File: src/rtl/mem_arbiter_if.sv
// mem_arbiter_if: one requester's access port into mem_arbiter.
// The requester uses the master modport, the arbiter the slave modport.
interface mem_arbiter_if #(
  parameter int AW = 5,
  parameter int DW = 8
);
  logic          req;
  logic          we;
  logic [AW-1:0] addr;
  logic [DW-1:0] wdata;
  logic          lock;
  logic          gnt;
  logic [DW-1:0] rdata;
  logic          rvalid;

  modport master (output req, we, addr, wdata, lock, input gnt, rdata, rvalid);
  modport slave  (input req, we, addr, wdata, lock, output gnt, rdata, rvalid);
endinterface

File: src/rtl/mem_arbiter.sv
// mem_arbiter: two-port round-robin arbiter in front of a 2**AW x DW
// single-port store. One access per clock; read data returns one cycle
// after the grant on the port that issued the read.
// Optional feature: define MEM_ARB_LOCK_EN to let a requester hold the
// grant for up to MAX_HOLD consecutive accesses via its lock input.
module mem_arbiter #(
  parameter int AW       = 5,
  parameter int DW       = 8,
  parameter int MAX_HOLD = 4
) (
  input  logic          clk,
  input  logic          clr,
  mem_arbiter_if.slave  p0,
  mem_arbiter_if.slave  p1
);

  localparam logic PRI0 = 1'b0;
  localparam logic PRI1 = 1'b1;

  logic [1:0]    req;
  logic [1:0]    base_gnt;
  logic [1:0]    gnt;
  logic          ptr_q, ptr_d;
  logic          acc_fire;
  logic          acc_we;
  logic [AW-1:0] acc_addr;
  logic [DW-1:0] acc_wdata;
  logic          rd_pend_q, rd_pend_d;
  logic          rd_owner_q, rd_owner_d;
  logic [DW-1:0] mem_rdata_q;
  logic [DW-1:0] mem [2**AW];
  logic [1:0]    rvalid;
  logic [DW-1:0] rdata_o [2];

  assign req = {p1.req, p0.req};

  // Plain round-robin pick; nothing is granted while reset is asserted.
  always_comb begin
    base_gnt = 2'b00;
    if (clr) begin
      if (req == 2'b11) base_gnt = (ptr_q == PRI1) ? 2'b10 : 2'b01;
      else              base_gnt = req;
    end
  end

`ifdef MEM_ARB_LOCK_EN
  localparam logic [1:0] ARB   = 2'd0;
  localparam logic [1:0] HOLD0 = 2'd1;
  localparam logic [1:0] HOLD1 = 2'd2;
  localparam int         CW    = $clog2(MAX_HOLD + 1);
  localparam logic [CW-1:0] MAX_CNT = CW'(MAX_HOLD);

  logic [1:0]    lock;
  logic [1:0]    state_q, state_d;
  logic [CW-1:0] cnt_q, cnt_d;

  assign lock = {p1.lock, p0.lock};

  // Hold FSM: a locked owner keeps the grant until it lets go or the
  // counter saturates; on exit, the same cycle falls back to round-robin.
  always_comb begin
    gnt     = base_gnt;
    state_d = ARB;
    cnt_d   = '0;
    if (clr && state_q == HOLD0 && req[0] && lock[0] && cnt_q < MAX_CNT) begin
      gnt     = 2'b01;
      state_d = HOLD0;
      cnt_d   = cnt_q + CW'(1);
    end else if (clr && state_q == HOLD1 && req[1] && lock[1] && cnt_q < MAX_CNT) begin
      gnt     = 2'b10;
      state_d = HOLD1;
      cnt_d   = cnt_q + CW'(1);
    end else if (base_gnt[0] && lock[0]) begin
      state_d = HOLD0;
      cnt_d   = CW'(1);
    end else if (base_gnt[1] && lock[1]) begin
      state_d = HOLD1;
      cnt_d   = CW'(1);
    end
  end

  // Hold FSM state and consecutive-grant counter.
  always_ff @(posedge clk or negedge clr) begin
    if (!clr) begin
      state_q <= ARB;
      cnt_q   <= '0;
    end else begin
      state_q <= state_d;
      cnt_q   <= cnt_d;
    end
  end
`else
  logic unused_lock;
  assign unused_lock = ^{p0.lock, p1.lock, MAX_HOLD != 0};
  assign gnt = base_gnt;
`endif

  // Pointer always favours the requester that was not just served, so a
  // hold that ends on saturation hands the next contest to the other side.
  always_comb begin
    ptr_d = ptr_q;
    if (gnt[0])      ptr_d = PRI1;
    else if (gnt[1]) ptr_d = PRI0;
  end

  // Steer the granted requester's command onto the single store port.
  always_comb begin
    acc_fire  = |gnt;
    acc_we    = p0.we;
    acc_addr  = p0.addr;
    acc_wdata = p0.wdata;
    if (gnt[1]) begin
      acc_we    = p1.we;
      acc_addr  = p1.addr;
      acc_wdata = p1.wdata;
    end
    rd_pend_d  = acc_fire & ~acc_we;
    rd_owner_d = acc_fire ? gnt[1] : rd_owner_q;
  end

  // Store: write or registered read, at most one per clock; not reset.
  always_ff @(posedge clk) begin
    if (acc_fire && acc_we)  mem[acc_addr] <= acc_wdata;
    if (acc_fire && !acc_we) mem_rdata_q   <= mem[acc_addr];
  end

  // Arbitration pointer and outstanding-read tracking.
  always_ff @(posedge clk or negedge clr) begin
    if (!clr) begin
      ptr_q      <= PRI0;
      rd_pend_q  <= 1'b0;
      rd_owner_q <= 1'b0;
    end else begin
      ptr_q      <= ptr_d;
      rd_pend_q  <= rd_pend_d;
      rd_owner_q <= rd_owner_d;
    end
  end

  // Per-port return path: pulse rvalid to the owner and keep the last
  // read value on rdata until that same port's next read lands.
  for (genvar gi = 0; gi < 2; gi++) begin : g_port
    logic [DW-1:0] hold_q, hold_d;

    assign rvalid[gi]  = rd_pend_q & (rd_owner_q == 1'(gi));
    assign hold_d      = rvalid[gi] ? mem_rdata_q : hold_q;
    assign rdata_o[gi] = rvalid[gi] ? mem_rdata_q : hold_q;

    // Last delivered read data for this port.
    always_ff @(posedge clk or negedge clr) begin
      if (!clr) hold_q <= '0;
      else      hold_q <= hold_d;
    end
  end

  assign p0.gnt    = gnt[0];
  assign p1.gnt    = gnt[1];
  assign p0.rvalid = rvalid[0];
  assign p1.rvalid = rvalid[1];
  assign p0.rdata  = rdata_o[0];
  assign p1.rdata  = rdata_o[1];

endmodule

File: src/flat_wrapper.sv
// flat-port wrapper written by rule: the top's interface ports become plain ports
module mem_arbiter_flat 
#(
  parameter int AW       = 5,
  parameter int DW       = 8,
  parameter int MAX_HOLD = 4
)
  (clk, clr, p0_req, p0_we, p0_addr, p0_wdata, p0_lock, p0_gnt, p0_rdata, p0_rvalid, p1_req, p1_we, p1_addr, p1_wdata, p1_lock, p1_gnt, p1_rdata, p1_rvalid);
  mem_arbiter_if #(.AW(AW), .DW(DW)) p0_i ();
  mem_arbiter_if #(.AW(AW), .DW(DW)) p1_i ();
  input  logic clk;
  input  logic clr;
  input wire logic [$bits(p0_i.req)-1:0] p0_req;
  input wire logic [$bits(p0_i.we)-1:0] p0_we;
  input wire logic [$bits(p0_i.addr)-1:0] p0_addr;
  input wire logic [$bits(p0_i.wdata)-1:0] p0_wdata;
  input wire logic [$bits(p0_i.lock)-1:0] p0_lock;
  output wire logic [$bits(p0_i.gnt)-1:0] p0_gnt;
  output wire logic [$bits(p0_i.rdata)-1:0] p0_rdata;
  output wire logic [$bits(p0_i.rvalid)-1:0] p0_rvalid;
  input wire logic [$bits(p1_i.req)-1:0] p1_req;
  input wire logic [$bits(p1_i.we)-1:0] p1_we;
  input wire logic [$bits(p1_i.addr)-1:0] p1_addr;
  input wire logic [$bits(p1_i.wdata)-1:0] p1_wdata;
  input wire logic [$bits(p1_i.lock)-1:0] p1_lock;
  output wire logic [$bits(p1_i.gnt)-1:0] p1_gnt;
  output wire logic [$bits(p1_i.rdata)-1:0] p1_rdata;
  output wire logic [$bits(p1_i.rvalid)-1:0] p1_rvalid;
  assign p0_i.req = p0_req;
  assign p0_i.we = p0_we;
  assign p0_i.addr = p0_addr;
  assign p0_i.wdata = p0_wdata;
  assign p0_i.lock = p0_lock;
  assign p0_gnt = p0_i.gnt;
  assign p0_rdata = p0_i.rdata;
  assign p0_rvalid = p0_i.rvalid;
  assign p1_i.req = p1_req;
  assign p1_i.we = p1_we;
  assign p1_i.addr = p1_addr;
  assign p1_i.wdata = p1_wdata;
  assign p1_i.lock = p1_lock;
  assign p1_gnt = p1_i.gnt;
  assign p1_rdata = p1_i.rdata;
  assign p1_rvalid = p1_i.rvalid;
  mem_arbiter #(.AW(AW), .DW(DW), .MAX_HOLD(MAX_HOLD)) u_core (.clk(clk), .clr(clr), .p0(p0_i), .p1(p1_i));
endmodule
File: config.mk
export PLATFORM = sky130hd
export DESIGN_NAME = mem_arbiter_flat
export DESIGN_NICKNAME = d
export VERILOG_FILES = /design/src/rtl/mem_arbiter_if.sv /design/src/rtl/mem_arbiter.sv /design/src/flat_wrapper.sv
export SDC_FILE = /design/constraint.sdc
export NUM_CORES = 1
export LEC_CHECK = 0
export CAP_MARGIN = 20
export CORE_MARGIN = 5
export CORE_UTILIZATION = 28
export DETAILED_ROUTE_END_ITERATION = 6
export SYNTH_ARGS = -nofsm -noshare
export SYNTH_HDL_FRONTEND = slang
export SYNTH_SLANG_ARGS = --single-unit
export TNS_END_PERCENT = 5
File: constraint.sdc
create_clock -name clk -period 4.7 [get_ports clk]
set_input_delay 0.47 -clock clk [delete_from_list [all_inputs] [get_ports clk]]
set_output_delay 0.47 -clock clk [all_outputs]
set_load 0.01 [all_outputs]
# After elaboration in Yosys (flattened, before gate mapping)
# Memory sizes are Yosys's and may differ from the RTL's. A register that Yosys moved wholly into a read port is not among the register bits.
# Cells that the tools add are included.
[op_classes]
eq_ne = 1
bitwise_logic = 5
n_reduce_logical = 5
n_mux = 12
[op_table]
columns = ["cell", "n"]
rows = [
  ["$mux W8", 3],
  ["$mux W2", 3],
  ["$mux W1", 5],
  ["$mux W5", 1],
  ["$and A1 B1 Y1", 3],
  ["$eq A2 B2 Y1 const B", 1],
  ["$logic_and A1 B1 Y1", 2],
  ["$not A1 Y1", 2],
  ["$reduce_bool A2 Y1", 1],
  ["$reduce_or A2 Y1", 1],
  ["$logic_not A1 Y1", 1],
]
[totals]
in_bits = 34
word_cells = 29
mem_bits_rw = 256
n_memories = 1
register_bits = 19
output_inout_bits = 20
[mem_list]
columns = ["name", "depth", "width", "rd", "rd_clocked_by_memory_dff", "write_ports", "line", "rtl"]
rows = [
  ["u_core.mem", 32, 8, 1, 1, 1, "mem_arbiter.sv:31", "logic [DW-1:0] mem [2**AW];"],
]

# Depth between registers and ports, before layout
[logic_depth]
depth_word = 7
depth_mapped = 9

# Worst setup path after synthesis
# No wires, ideal clock.
[synth_timing]
path_kind = "input -> register"
from = "input port clr"
to = "memory u_core.mem[11][0] (enable)"
stages = 8
setup_ns = 0.370
path_slack_ns = 2.331
arrival_ns = 1.999
path_buffers = 3
t_required_ns = 4.330
path_cell_list = "and2_4 -> buf_6 -> nand3_2 -> nand2_2 -> buf_6 -> buf_2 -> nand3_1 -> nor2_1"
[synth_via]
elab_chain_len = 5
[synth_lines]
columns = ["item", "line", "rtl"]
rows = [
  ["from (decl)", "flat_wrapper.sv:12", "input logic clr;"],
  ["$mux W2 (*)", "mem_arbiter.sv:40", "if (clr) begin"],
  ["$reduce_or A2 Y1 / $mux W1 (equally long branches)", "mem_arbiter.sv:108, mem_arbiter.sv:112", ""],
  ["$logic_and A1 B1 Y1", "mem_arbiter.sv:123", "if (acc_fire && acc_we) mem[acc_addr] <= acc_wdata;"],
  ["$mux W1", "mem_arbiter.sv:123", ""],
  ["$mux W1 (implied by the code)", "mem_arbiter.sv:123", ""],
  ["to (decl)", "mem_arbiter.sv:31", ""],
]
# Mark *: on every way between the ends. The rest lies on a longest branch, timed or not.

# Worst setup path in the final report
[layout_timing]
from = "input port p0_req"
to = "register u_core.mem_rdata_q[0] (read register of u_core.mem), data pin"
[layout_via]
elab_chain_len = 6
[layout_lines]
columns = ["item", "line", "rtl"]
rows = [
  ["from (decl)", "flat_wrapper.sv:13", "input wire logic [$bits(p0_i.req)-1:0] p0_req;"],
  ["$eq A2 B2 Y1", "mem_arbiter.sv:41", "if (req == 2'b11) base_gnt = (ptr_q == PRI1) ? 2'b10 : 2'b01;"],
  ["$mux W2 (*)", "mem_arbiter.sv:41", ""],
  ["$mux W2 (*)", "mem_arbiter.sv:40", ""],
  ["$mux W1", "mem_arbiter.sv:112", "if (gnt[1]) begin"],
  ["$logic_not A1 Y1", "mem_arbiter.sv:124", "if (acc_fire && !acc_we) mem_rdata_q <= mem[acc_addr];"],
  ["$logic_and A1 B1 Y1", "mem_arbiter.sv:124", ""],
  ["to (decl)", "mem_arbiter.sv:30", "logic [DW-1:0] mem_rdata_q;"],
]
# Marks and branches as above.
# A chain may end at the register's enable or synchronous reset.

==> impl_metrics.tcl <==
set metrics [dict create \
    h-tree-depth 1 \
    synthArstFlopShare_pct 6.71 \
    yosys_most_used_dff "edfxtp_1" \
    cts_buffers 29 \
    cts.sinks 283 \
    startpoint_type "input port" \
    fin_crit_sh_pct 75.3 \
    r2r_end "u_core.mem_rdata_q[0]" \
    cpMaxStageDelayCell "a2111oi_0" \
    fin_setup_tns_ns 0 \
    crit_cells 7 \
    core_sq_um 43100 \
    antenna_found_initial 0 \
    rrSetupSlack_ns 1.26 \
    postCtsSetupBuffers 0 \
    synthDominantCellAreaShare_pct 65.2 \
    synthCells 891 \
    worstPathRequired_ns 4.92 \
    synth.distinct_cells 49 \
    clk_pin_slew_ns 0.06 \
    final_cell_mix "edfxtp_1, nand3_1, o21ai_0, a21oi_1, nand2_1" \
    crit_buf_inv 1 \
    viasPerCell 5.07 \
    grt_max_degree 51 \
    cts_buffer_depth 3 \
    end_kind "register" \
    num_rows 76 \
    powerDensity_nw_per_um2 397 \
    cts_root_buf "clkbuf_16" \
    synth_top_area_cell "edfxtp_1" \
    ctsResizeCount 0 \
    yosysSeqAreaShare_pct 69.1 \
    hold_buffers 0 \
    final_layout_size_suffix_gt1_share_pct 13.7 \
    ff2ff_path_depth 6 \
    status "completed" \
    ys_seq_elements 283 \
    grt_first_pass_wirelength_um 47500 \
    worstPathMaxFanout 11 \
    syn_nets 925 \
    r2r_start "u_core.ptr_q" \
    synthTopCellsByArea "edfxtp_1, dfrtp_1, nand3_1" \
    cts_tree "done" \
    yosysWarnings 0 \
    die-area_sq_um 47700 \
    clk_latency_ns 0.54 \
    first_global_vias 7756 \
    p_leak_nw 4.58 \
    grt-ovfl-total 0 \
    setup_viol 0 \
    die_w_um 218 \
    ant_nets 0 \
    vdd_drop_max_mv 0.186 \
    drc 0 \
    place.gp.congestion 0.864 \
    stdcell_area_sq_um 14400 \
    drv_slew 0 \
    fin_util_pct 33.3 \
    mostFrequentLayoutCell "edfxtp_1" \
    path_class "in2reg" \
    dpl_cell_area_sq_um 13500 \
    syn_to_final_growth_pct 18.0 \
    power.total_mw 5.70 \
    cp.arrival_ns 3.76 \
    layout_min_cycle_time_ns 3.54 \
    synth_edf_count 264 \
    io_buffers 51 \
    maxCapViolations 0 \
    grt_usage_pct 12.7 \
    fmax_mhz 283 \
    syn-cell-area_sq_um 12200 \
    hp-class "in2async" \
    holdWs_ns 0.370 \
    tightest_slew_ns 1.22 \
    diodes 0 \
    firstDrtPassIters 5 \
    cpPeakStageDelay_ns 1.08 \
    route.vias.total 7934 \
    initial_utilization_pct 28.2 \
    hpwl_um 19800 \
    fin_skew_ns 0.0126 \
    cp_top_family "simple AND/OR/NAND/NOR gates" \
    layout.nets 991 \
    slew_headroom_pct 16.5 \
    setup.worst_path.start "p0_req" \
    syn_area_per_cell_sq_um 13.7 \
    die_y_um 218 \
    cp_cell_sequence "clkdlybuf4s50_1, nor2b_2, o21ai_1, nand2_1, nor2_1, a2111oi_0, nand4_1" \
    routed_wl_um 31400 \
    drt_iter0_markers 707 \
    timing.final.hold_violations 0 \
    wire_per_inst_um 20.1 \
    rsz0062_at_grt "no" \
    ios 54 \
]
-- report_power, final --
group | leakage [nW] | internal (mW) | switching (mW)
clock network | 0.433 | 1.24 | 0.907
registers | 2.61 | 2.86 | 0.0196
logic | 1.54 | 0.277 | 0.404
-- layout make-up --
type                       instances  area, sq um
clock buffer                      42          805
clock inverter                    12         85.1
fill                            4191        28700
inverter                           6         22.5
multi-input combinational        546         3490
sequential                       283         8400
tap                              585          732
timing repair buffer              91          823
-- cell usage after synthesis, types with 13 or more instances --
| master | count |
|---|---|
| a2111oi_0 | 17 |
| a311oi_1 | 14 |
| a21o_1 | 23 |
| mux2_1 | 13 |
| edfxtp_1 | 264 |
| dfrtp_1 | 19 |
| o21ai_0 | 74 |
| clkbuf_1 | 36 |
| nand3_1 | 78 |
| nor2_1 | 49 |
| a21oi_1 | 64 |
| mux2_2 | 34 |
| nand2_1 | 58 |
| a211oi_1 | 18 |
| nand2b_1 | 15 |
-- per-layer routing --
metal	vias up	GRT usage [%]	wire [um]	share of wire, %
met5	-	0	0	0
li1	3634	-	-	-
met4	0	3.91	848	2.7
met1	3926	17.8	14000	44
met3	61	1.83	2000	6.4
met2	313	20.5	14600	46
-- cell families (layout without fill, tap and decap cells) --
family / Yosys count / in the layout / share of synthesized area (%)
flip-flops: 283 / 283 / 69.1
AO/OA/AOI/OAI: 259 / 259 / 14.3
AND/OR/NAND/NOR: 232 / 232 / 9.19
buffers and inverters: 62 / 151 / 2.39
multiplexers: 55 / 55 / 5.01
-- sequential cells by signal (all words and copies together) (netlist names) --
register / flops
u_core.mem: 256
u_core.g_port.hold_q: 16
u_core.mem_rdata_q: 8
u_core.ptr_q: 1
u_core.rd_owner_q: 1
u_core.rd_pend_q: 1
-- stage by stage --
step | setup slack, ns | instances
detailed placement | 0.733 | 1511
CTS | 1.30 | 1565
global placement | 0.738 | 1511
global route | 1.13 | 1565
floorplan | 2.33 | 891
finish | 1.16 | 1565
-- worst max path at each step --
stage	endpoint	slack, ns
after floorplan	u_core.mem[11][0]	2.33
after global placement	u_core.mem[27][0]	0.74
after detailed placement	u_core.mem[27][5]	0.73
after CTS	u_core.mem[27][5]	1.30
after global routing	u_core.mem_rdata_q[0]	1.13
final	u_core.mem_rdata_q[0]	1.16
(Power assumes the default switching activity.)
